===== src/rtl/spmv_mem_arb_if.sv =====
// Bundle of the requester-side and shared-memory-side signals of spmv_mem_arb.
// master = PE clients plus memory controller; slave = the arbiter itself.
interface spmv_mem_arb_if #(
  parameter int N_REQ  = 4,
  parameter int LTAG_W = 7,
  parameter int ADDR_W = 48,
  parameter int D_W    = 64
);
  logic [N_REQ-1:0]        req_ld;
  logic [N_REQ-1:0]        req_st;
  logic [N_REQ*ADDR_W-1:0] req_addr;
  logic [N_REQ*D_W-1:0]    req_d;
  logic [N_REQ*LTAG_W-1:0] req_tag;
  logic [N_REQ-1:0]        req_stall;

  logic                    mem_ld;
  logic                    mem_st;
  logic [ADDR_W-1:0]       mem_addr;
  logic [D_W-1:0]          mem_d;
  logic [LTAG_W+1:0]       mem_tag;
  logic                    mem_stall;

  logic                    rsp_mem_push;
  logic [LTAG_W+1:0]       rsp_mem_tag;
  logic [D_W-1:0]          rsp_mem_q;
  logic [N_REQ-1:0]        rsp_push;
  logic [LTAG_W-1:0]       rsp_tag;
  logic [D_W-1:0]          rsp_q;

  logic                    err;

  modport master (
    output req_ld, req_st, req_addr, req_d, req_tag, mem_stall,
           rsp_mem_push, rsp_mem_tag, rsp_mem_q,
    input  req_stall, mem_ld, mem_st, mem_addr, mem_d, mem_tag,
           rsp_push, rsp_tag, rsp_q, err
  );

  modport slave (
    input  req_ld, req_st, req_addr, req_d, req_tag, mem_stall,
           rsp_mem_push, rsp_mem_tag, rsp_mem_q,
    output req_stall, mem_ld, mem_st, mem_addr, mem_d, mem_tag,
           rsp_push, rsp_tag, rsp_q, err
  );
endinterface


===== src/rtl/spmv_mem_arb.sv =====
// Round-robin arbiter sharing one MC request/response port among up to four PE clients.
// Optional SPMV_MEM_ARB_RSP_REG_EN registers the response path (1-cycle latency).
module spmv_mem_arb #(
  parameter int N_REQ  = 4,
  parameter int LTAG_W = 7,
  parameter int ADDR_W = 48,
  parameter int D_W    = 64
) (
  input  logic              clk,
  input  logic              rst,
  spmv_mem_arb_if.slave     bus,
  output logic [1:0]        dbg_ptr_o
);
  // Handshake: request i transfers on a rising edge where (req_ld[i] | req_st[i]) & ~req_stall[i];
  // the requester holds strobe/addr/data/tag until then. Responses carry no backpressure.

  logic [1:0]        ptr_q, ptr_d;
  logic              mem_ld_q, mem_ld_d;
  logic              mem_st_q, mem_st_d;
  logic [ADDR_W-1:0] mem_addr_q, mem_addr_d;
  logic [D_W-1:0]    mem_d_q, mem_d_d;
  logic [LTAG_W+1:0] mem_tag_q, mem_tag_d;
  logic              err_q, err_d;

  logic [N_REQ-1:0]  req_vld;
  logic              win_vld;
  logic [1:0]        win_idx;
  logic [N_REQ-1:0]  stall_c;
  logic [1:0]        rsp_id;
  logic [N_REQ-1:0]  rsp_push_c;

  assign req_vld = bus.req_ld | bus.req_st;
  assign rsp_id  = bus.rsp_mem_tag[LTAG_W +: 2];

  // Scan from the highest offset down so the last hit is the first valid at/after ptr.
  always_comb begin : arb
    win_vld = 1'b0;
    win_idx = 2'd0;
    for (int k = N_REQ - 1; k >= 0; k--) begin
      if (req_vld[(int'(ptr_q) + k) % N_REQ]) begin
        win_vld = 1'b1;
        win_idx = 2'((int'(ptr_q) + k) % N_REQ);
      end
    end
    if (bus.mem_stall) win_vld = 1'b0;
  end

  always_comb begin : stall_gen
    stall_c = '1;
    for (int i = 0; i < N_REQ; i++) begin
      stall_c[i] = bus.mem_stall | ~(win_vld && (int'(win_idx) == i));
    end
  end

  assign bus.req_stall = stall_c;

  always_comb begin : req_path
    ptr_d      = ptr_q;
    mem_ld_d   = 1'b0;
    mem_st_d   = 1'b0;
    mem_addr_d = mem_addr_q;
    mem_d_d    = mem_d_q;
    mem_tag_d  = mem_tag_q;
    err_d      = err_q;
    if (win_vld) begin
      // A simultaneous ld+st is issued as a load and flagged.
      mem_ld_d   = bus.req_ld[win_idx];
      mem_st_d   = bus.req_st[win_idx] & ~bus.req_ld[win_idx];
      mem_addr_d = bus.req_addr[int'(win_idx)*ADDR_W +: ADDR_W];
      mem_d_d    = bus.req_d[int'(win_idx)*D_W +: D_W];
      mem_tag_d  = {win_idx, bus.req_tag[int'(win_idx)*LTAG_W +: LTAG_W]};
      ptr_d      = (int'(win_idx) == N_REQ - 1) ? 2'd0 : win_idx + 2'd1;
      if (bus.req_ld[win_idx] & bus.req_st[win_idx]) err_d = 1'b1;
    end
    if (bus.rsp_mem_push && (int'(rsp_id) >= N_REQ)) err_d = 1'b1;
  end

  always_ff @(posedge clk) begin
    if (rst) begin
      ptr_q      <= 2'd0;
      mem_ld_q   <= 1'b0;
      mem_st_q   <= 1'b0;
      mem_addr_q <= '0;
      mem_d_q    <= '0;
      mem_tag_q  <= '0;
      err_q      <= 1'b0;
    end else begin
      ptr_q      <= ptr_d;
      mem_ld_q   <= mem_ld_d;
      mem_st_q   <= mem_st_d;
      mem_addr_q <= mem_addr_d;
      mem_d_q    <= mem_d_d;
      mem_tag_q  <= mem_tag_d;
      err_q      <= err_d;
    end
  end

  assign bus.mem_ld   = mem_ld_q;
  assign bus.mem_st   = mem_st_q;
  assign bus.mem_addr = mem_addr_q;
  assign bus.mem_d    = mem_d_q;
  assign bus.mem_tag  = mem_tag_q;
  assign bus.err      = err_q;
  assign dbg_ptr_o    = ptr_q;

  // Ids at or beyond N_REQ match no k and are silently dropped here.
  always_comb begin : rsp_route
    rsp_push_c = '0;
    for (int k = 0; k < N_REQ; k++) begin
      rsp_push_c[k] = bus.rsp_mem_push & ~rst & (int'(rsp_id) == k);
    end
  end

`ifdef SPMV_MEM_ARB_RSP_REG_EN
  logic [N_REQ-1:0]  rsp_push_q;
  logic [LTAG_W-1:0] rsp_tag_q;
  logic [D_W-1:0]    rsp_q_q;

  always_ff @(posedge clk) begin
    if (rst) rsp_push_q <= '0;
    else     rsp_push_q <= rsp_push_c;
  end

  always_ff @(posedge clk) begin
    rsp_tag_q <= bus.rsp_mem_tag[LTAG_W-1:0];
    rsp_q_q   <= bus.rsp_mem_q;
  end

  assign bus.rsp_push = rsp_push_q;
  assign bus.rsp_tag  = rsp_tag_q;
  assign bus.rsp_q    = rsp_q_q;
`else
  assign bus.rsp_push = rsp_push_c;
  assign bus.rsp_tag  = bus.rsp_mem_tag[LTAG_W-1:0];
  assign bus.rsp_q    = bus.rsp_mem_q;
`endif

endmodule


===== src/flat_wrapper.sv =====
// flat-port wrapper written by rule: the top's interface ports become plain ports
module spmv_mem_arb_flat 
#(
  parameter int N_REQ  = 4,
  parameter int LTAG_W = 7,
  parameter int ADDR_W = 48,
  parameter int D_W    = 64
)
  (clk, rst, dbg_ptr_o, bus_req_ld, bus_req_st, bus_req_addr, bus_req_d, bus_req_tag, bus_mem_stall, bus_rsp_mem_push, bus_rsp_mem_tag, bus_rsp_mem_q, bus_req_stall, bus_mem_ld, bus_mem_st, bus_mem_addr, bus_mem_d, bus_mem_tag, bus_rsp_push, bus_rsp_tag, bus_rsp_q, bus_err);
  spmv_mem_arb_if #(.N_REQ(N_REQ), .LTAG_W(LTAG_W), .ADDR_W(ADDR_W), .D_W(D_W)) bus_i ();
  input  logic clk;
  input  logic rst;
  output logic [1:0] dbg_ptr_o;
  input wire logic [$bits(bus_i.req_ld)-1:0] bus_req_ld;
  input wire logic [$bits(bus_i.req_st)-1:0] bus_req_st;
  input wire logic [$bits(bus_i.req_addr)-1:0] bus_req_addr;
  input wire logic [$bits(bus_i.req_d)-1:0] bus_req_d;
  input wire logic [$bits(bus_i.req_tag)-1:0] bus_req_tag;
  input wire logic [$bits(bus_i.mem_stall)-1:0] bus_mem_stall;
  input wire logic [$bits(bus_i.rsp_mem_push)-1:0] bus_rsp_mem_push;
  input wire logic [$bits(bus_i.rsp_mem_tag)-1:0] bus_rsp_mem_tag;
  input wire logic [$bits(bus_i.rsp_mem_q)-1:0] bus_rsp_mem_q;
  output wire logic [$bits(bus_i.req_stall)-1:0] bus_req_stall;
  output wire logic [$bits(bus_i.mem_ld)-1:0] bus_mem_ld;
  output wire logic [$bits(bus_i.mem_st)-1:0] bus_mem_st;
  output wire logic [$bits(bus_i.mem_addr)-1:0] bus_mem_addr;
  output wire logic [$bits(bus_i.mem_d)-1:0] bus_mem_d;
  output wire logic [$bits(bus_i.mem_tag)-1:0] bus_mem_tag;
  output wire logic [$bits(bus_i.rsp_push)-1:0] bus_rsp_push;
  output wire logic [$bits(bus_i.rsp_tag)-1:0] bus_rsp_tag;
  output wire logic [$bits(bus_i.rsp_q)-1:0] bus_rsp_q;
  output wire logic [$bits(bus_i.err)-1:0] bus_err;
  assign bus_i.req_ld = bus_req_ld;
  assign bus_i.req_st = bus_req_st;
  assign bus_i.req_addr = bus_req_addr;
  assign bus_i.req_d = bus_req_d;
  assign bus_i.req_tag = bus_req_tag;
  assign bus_i.mem_stall = bus_mem_stall;
  assign bus_i.rsp_mem_push = bus_rsp_mem_push;
  assign bus_i.rsp_mem_tag = bus_rsp_mem_tag;
  assign bus_i.rsp_mem_q = bus_rsp_mem_q;
  assign bus_req_stall = bus_i.req_stall;
  assign bus_mem_ld = bus_i.mem_ld;
  assign bus_mem_st = bus_i.mem_st;
  assign bus_mem_addr = bus_i.mem_addr;
  assign bus_mem_d = bus_i.mem_d;
  assign bus_mem_tag = bus_i.mem_tag;
  assign bus_rsp_push = bus_i.rsp_push;
  assign bus_rsp_tag = bus_i.rsp_tag;
  assign bus_rsp_q = bus_i.rsp_q;
  assign bus_err = bus_i.err;
  spmv_mem_arb #(.N_REQ(N_REQ), .LTAG_W(LTAG_W), .ADDR_W(ADDR_W), .D_W(D_W)) u_core (.clk(clk), .rst(rst), .bus(bus_i), .dbg_ptr_o(dbg_ptr_o));
endmodule

===== config.mk =====
export PLATFORM = sky130hd
export DESIGN_NAME = spmv_mem_arb_flat
export DESIGN_NICKNAME = d
export VERILOG_FILES = /design/src/rtl/spmv_mem_arb_if.sv /design/src/rtl/spmv_mem_arb.sv /design/src/flat_wrapper.sv
export SDC_FILE = /design/constraint.sdc
export NUM_CORES = 1
export LEC_CHECK = 0
export CORE_AREA = 4 4 295 297
export CTS_BUF_LIST = sky130_fd_sc_hd__clkbuf_2
export DETAILED_ROUTE_END_ITERATION = 8
export DIE_AREA = 0 0 299 301
export GPL_TIMING_DRIVEN = 0
export PLACE_DENSITY = 0.32
export SKIP_CTS_REPAIR_TIMING = 1
export SYNTH_ARGS = -nofsm -noshare
export SYNTH_HDL_FRONTEND = slang
export SYNTH_SLANG_ARGS = --single-unit

===== constraint.sdc =====
create_clock -name clk -period 3.4 [get_ports clk]
set_input_delay 0.85 -clock clk [delete_from_list [all_inputs] [get_ports clk]]
set_output_delay 0.85 -clock clk [all_outputs]
set_load 0.03 [all_outputs]

After elaboration in Yosys (flattened, before gate mapping):

Cells that the tools add are included.
W data, S select, Z words.

* register bits after elaboration: 126
* bits of input ports: 561
* output and inout bits: 205
* word-level logic and storage cells: 85

* $add $sub $neg: 4
* multipliers: 2
* magnitude comparators: 5
* equal/unequal tests: 6
* shift-type cells: 3
* muxes and demuxes: 25
* bitwise gates (word level): 22
* reductions and logical operators: 11

Operators by type and width (count)
* $shiftx A256 B9 Y64: 1
* $shiftx A192 B32 Y48: 1
* $shiftx A28 B32 Y7: 1
* $mux W1: 14
* $bmux W1 S2: 6
* $lt A3 B4 Y1 const B: 3
* $mux W2: 5
* $eq A2 B2 Y1 const B: 4
* $reduce_or A2 Y1: 4
* $and A1 B1 Y1: 7
* $not A1 Y1: 7
* $lt A2 B3 Y1 const B: 2
* $mul A2 B3 Y5 const B: 1
* $add A2 B1 Y2 const B: 2
* $add A2 B2 Y2 const B: 2
* $eq A2 B1 Y1 const B: 2
* $logic_and A1 B1 Y1: 4
* $logic_not A2 Y1: 2
* $mul A2 B2 Y4 const B: 1
* $or A1 B1 Y1: 4
* $or A4 B4 Y4: 1
* $and A1 B1 Y1 const A: 3
* $reduce_and A2 Y1: 1

Depth between registers and ports, before layout:

* depth in word-level cells: 14
* gate-level depth with buffers: 9
* mapped depth without buffers: 7

Least setup slack after synthesis:

No wires, ideal clock.

* path kind: input port to output port
* start point: in rst
* end point: out bus_rsp_push[0]
* arrival: 2329 ps
* data required time: 2550 ps
* setup slack: 221 ps
* cell stages on the path: 3
* buffers on the path: 2
* cells stage by stage: clkbuf_1 -> buf_1 -> nor4b_1

* cells in the longest elaborated chain, start to end: 3

RTL lines
* start: declaration: RTL line flat_wrapper.sv:12 `input logic rst;`
* $not A1 Y1: RTL line spmv_mem_arb.sv:110 `rsp_push_c[k] = bus.rsp_mem_push & ~rst & (int'(rsp_id) == k);`
* $and A1 B1 Y1 (2 in a row): RTL line spmv_mem_arb.sv:110
* end: declaration: RTL line flat_wrapper.sv:29 `output wire logic [$bits(bus_i.rsp_push)-1:0] bus_rsp_push;`

No other way between the ends.

Final worst setup path:

* start point: in bus_req_st[2]
* end point: out bus_req_stall[3]

* cells in the longest elaborated chain, start to end: 12
* elaborated cells between the ends (all ways): 25
* classes of those cells: eq/ne: 1; mux: 20; bitwise: 3; reduce/logical: 1

RTL lines
* start: declaration: RTL line flat_wrapper.sv:15 `input wire logic [$bits(bus_i.req_st)-1:0] bus_req_st;`
* $or A4 B4 Y4 (*): RTL line spmv_mem_arb.sv:32 `assign req_vld = bus.req_ld | bus.req_st;`
* $bmux W1 S2: RTL line spmv_mem_arb.sv:40 `if (req_vld[(int'(ptr_q) + k) % N_REQ]) begin`
* $mux W1 (not written as such) (2 in a row): RTL line spmv_mem_arb.sv:40
* $mux W2 or $mux W1 (tied branches) (4 in a row): RTL line spmv_mem_arb.sv:40
* $eq A2 B1 Y1 or $mux W1 (tied branches): RTL line spmv_mem_arb.sv:51, spmv_mem_arb.sv:45
* $logic_and A1 B1 Y1 (*): RTL line spmv_mem_arb.sv:51 `stall_c[i] = bus.mem_stall | ~(win_vld && (int'(win_idx) == i));`
* $not A1 Y1 (*): RTL line spmv_mem_arb.sv:51
* $or A1 B1 Y1 (*): RTL line spmv_mem_arb.sv:51
* end: declaration: RTL line flat_wrapper.sv:23 `output wire logic [$bits(bus_i.req_stall)-1:0] bus_req_stall;`

Every way passes the cells marked *; elsewhere a longest branch is shown, timed or not. The select of a mux whose other input is x is not followed.

==> flow_metrics.env <==
export IMPL_cp_slowest_cell="clkdlybuf4s50_1"
export IMPL_run_status="finished, violations left"
export IMPL_grt_pass1_vias=11830
export IMPL_io_pins=766
export IMPL_synth_area_leader_cell="dfxtp_1"
export IMPL_synth_common_cells="nand2_1, nand3_1, dfxtp_1"
export IMPL_crit_required_ns=2.55
export IMPL_routedWlPerCell_microns=21.39
export IMPL_clk_latency_ns=0.92
export IMPL_ctsHtreeMaxLevel=4
export IMPL_path_cells="clkdlybuf4s50_1 > nor2_2 > o31ai_2 > o31a_2 > clkinv_8 > buf_16 > ha_4 > nand2_2 > buf_6"
export IMPL_cts_sinks=126
export IMPL_tightest_slew_ns=1.448
export IMPL_synth_top_area_share_pct=30.60
export IMPL_grt_antenna_before_repair=14
export IMPL_yosysWarnings=0
export IMPL_die_area_sq_um=90000
export IMPL_finalCriticalPeriod_ns=3.555
export IMPL_synth_most_common_cell="nand2_1"
export IMPL_num_vias=11230
export IMPL_synth_seq_cells=126
export IMPL_setup_worst_path_start="bus_req_st[2]"
export IMPL_fin_ws_ns=-0.1554
export IMPL_grt_pass1_wl_microns=87130
export IMPL_synthesis_instances=1127
export IMPL_synthArstFlopShare_pct=0
export IMPL_crit_buf_inv=4
export IMPL_finalCritPeriodShare_pct=104.6
export IMPL_synth_top_family_by_area="simple AND/OR/NAND/NOR gates"
export IMPL_initial_utilization_pct=9.744
export IMPL_die_x_microns=299
export IMPL_finalHoldViolCount=0
export IMPL_violations="setup timing"
export IMPL_slew_violations=0
export IMPL_leakage_nw=6.604
export IMPL_yosys_area_share_xor_xnor_pct=0
export IMPL_hold_ws_ns=0.3497
export IMPL_slew_headroom_pct=3.474
export IMPL_synth_cell_types=39
export IMPL_crit_family="buffers and inverters"
export IMPL_area_delta_synth_final_pct=107.9
export IMPL_cts_root_buf="clkbuf_2"
export IMPL_grt_usage_pct=13.53
export IMPL_grt_overflow=0
export IMPL_num_rows=107
export IMPL_yosys_area_share_simple_pct=31.80
export IMPL_drt_wl_total_microns=64500
export IMPL_drt_iter0_markers=585
export IMPL_powerDensity_nw_per_um2=374.6
export IMPL_grt_max_degree=17
export IMPL_cts_max_path_buffers=2
export IMPL_numCtsBuffers=17
export IMPL_synthTopCellsByArea="dfxtp_1, nand2_1, a32o_1, nand3_1, buf_4"
export IMPL_cts_tree="built"
export IMPL_synth_ff_type="dfxtp_1"
export IMPL_place_gp_congestion=0.8590
export IMPL_hp_start="rst"
export IMPL_drc_errors=0
export IMPL_max_freq_mhz=281.3
export IMPL_seq_area_frac_synth_pct=30.60
export IMPL_synth_edf_count=0
export IMPL_syn_area_sq_um=8244
export IMPL_die_h_microns=301
export IMPL_fin_nets=2418
export IMPL_synth_mux_area_share_pct=5.782
export IMPL_maxCapViolations=0
export IMPL_synthesis_nets=1692
export IMPL_viasPerCell=3.724
export IMPL_hpwl_microns=52670
export IMPL_start_kind="primary input"
export IMPL_slowest_delay_ns=0.47
export IMPL_syn_avg_cell_area_sq_um=7.315
export IMPL_yosys_area_share_adder_pct=0.6071
export IMPL_first_pass_iters=5
export IMPL_drive_above_1_share_pct=11.43
export IMPL_clk_pin_slew_ns=0.27
export IMPL_hold_class="primary input to flip-flop"
export IMPL_worstSetupEndpointType="primary output"
export IMPL_final_setup_viol_count=4
export IMPL_worstPathArrival_ns=2.71
export IMPL_core_area_sq_um=84610
export IMPL_skew_ns=0.05203
export IMPL_fin_util_pct=20.26
export IMPL_antenna_left=0
export IMPL_reg2reg_from="u_core.dbg_ptr_o[1]"
export IMPL_rsz0062_at_grt="yes"
export IMPL_numPortBuffers=693
export IMPL_peakVddDrop_mv=0.1635
export IMPL_path_class="primary input to primary output"
export IMPL_crit_fanout=7
export IMPL_synth_compound_area_share_pct=17.10
==> cells in the final DEF, fill, tap and decap left out, types with 8 or more instances in the layout <==
cell type and count:
buf_4 107, a32o_1 98, mux2i_1 24, buf_6 21, mux2_2 15, clkdlybuf4s50_1 683, clkbuf_2 19, nand2_1 400
clkbuf_1 34, dfxtp_1 124, buf_1 8, nand3_1 196, a22oi_1 21, buf_2 14, o22ai_1 22
==> flip-flops by register name, indices dropped and copies added (netlist names) <==
| name | count |
|---|---|
| u_core.bus.mem_d | 64 |
| u_core.bus.mem_st | 1 |
| u_core.bus.mem_ld | 1 |
| u_core.bus.mem_tag | 9 |
| u_core.bus.err | 1 |
| u_core.dbg_ptr_o | 2 |
| u_core.bus.mem_addr | 48 |
==> path summary, 6_finish.rpt <==
check / endpoint / slack, ns / cells after the start
max reg2reg: u_core.bus.mem_tag[5] / 0.38 / 8
min reg2reg: u_core.bus.mem_tag[8] / 0.49 / 2
min: u_core.bus.err / 0.35 / 3
max: bus_req_stall[3] / -0.16 / 9
==> stage by stage <==
stage	TNS [ns]	area (sq um)	total power [mW]	setup slack (ns)	cells
2_1_floorplan	0	8244	3.509	0.2215	1127
3_3_place_gp	-91.74	16610	5.297	-1.443	2964
3_5_place_dp	-92.35	16610	5.291	-1.438	2964
4_1_cts	-6.225	16850	6.512	-1.578	2994
5_1_grt	-1.042	17130	6.851	-0.2773	3012
6_report	-0.5816	17140	6.421	-0.1554	3015
==> worst register-to-register path, cell delays in order, from the launching register on <==
cell and delay [ns]:
dfxtp_2 0.40, o21ai_0 0.08, nand3b_1 0.10, a31o_2 0.27, inv_2 0.11, clkbuf_1 1.07
buf_2 0.47, nand3_1 0.18, a32o_1 0.27
==> area by class of cell <==
| cell class | instances | area, sq um |
|---|---|---|
| Inverter | 3 | 23.77 |
| Multi-Input combinational cell | 826 | 4624 |
| Fill cell | 9579 | 67470 |
| Sequential cell | 126 | 2525 |
| Antenna cell | 7 | 17.52 |
| Timing Repair Buffer | 711 | 7113 |
| Clock buffer | 17 | 85.08 |
| Clock inverter | 13 | 150.1 |
| Tap cell | 1144 | 1431 |
| Buffer | 168 | 1169 |
==> where the power goes <==
part	leakage, nW	total [mW]	internal, mW	switching, mW
clock	0.129	1.13	0.391	0.734
sequential	1.04	1.78	1.67	0.111
combinational	5.44	3.52	1.60	1.92
==> logic make-up after synthesis <==
family | after synthesis
AND/OR/NAND/NOR | 619
adder cells (fa/ha/maj) | 4
AO/OA/AOI/OAI | 158
flip-flops | 126
multiplexers | 45
buffers and inverters | 175
==> metal layers <==
metal  wire, microns  track usage [%]  up-vias
li1                -                -     5364
met1           25500            15.30     5339
met2           33160            24.50      470
met3            4804            4.492       48
met4            1005            3.269        6
met5              41                0        -
Note: power is estimated with default switching activity, not from simulation.
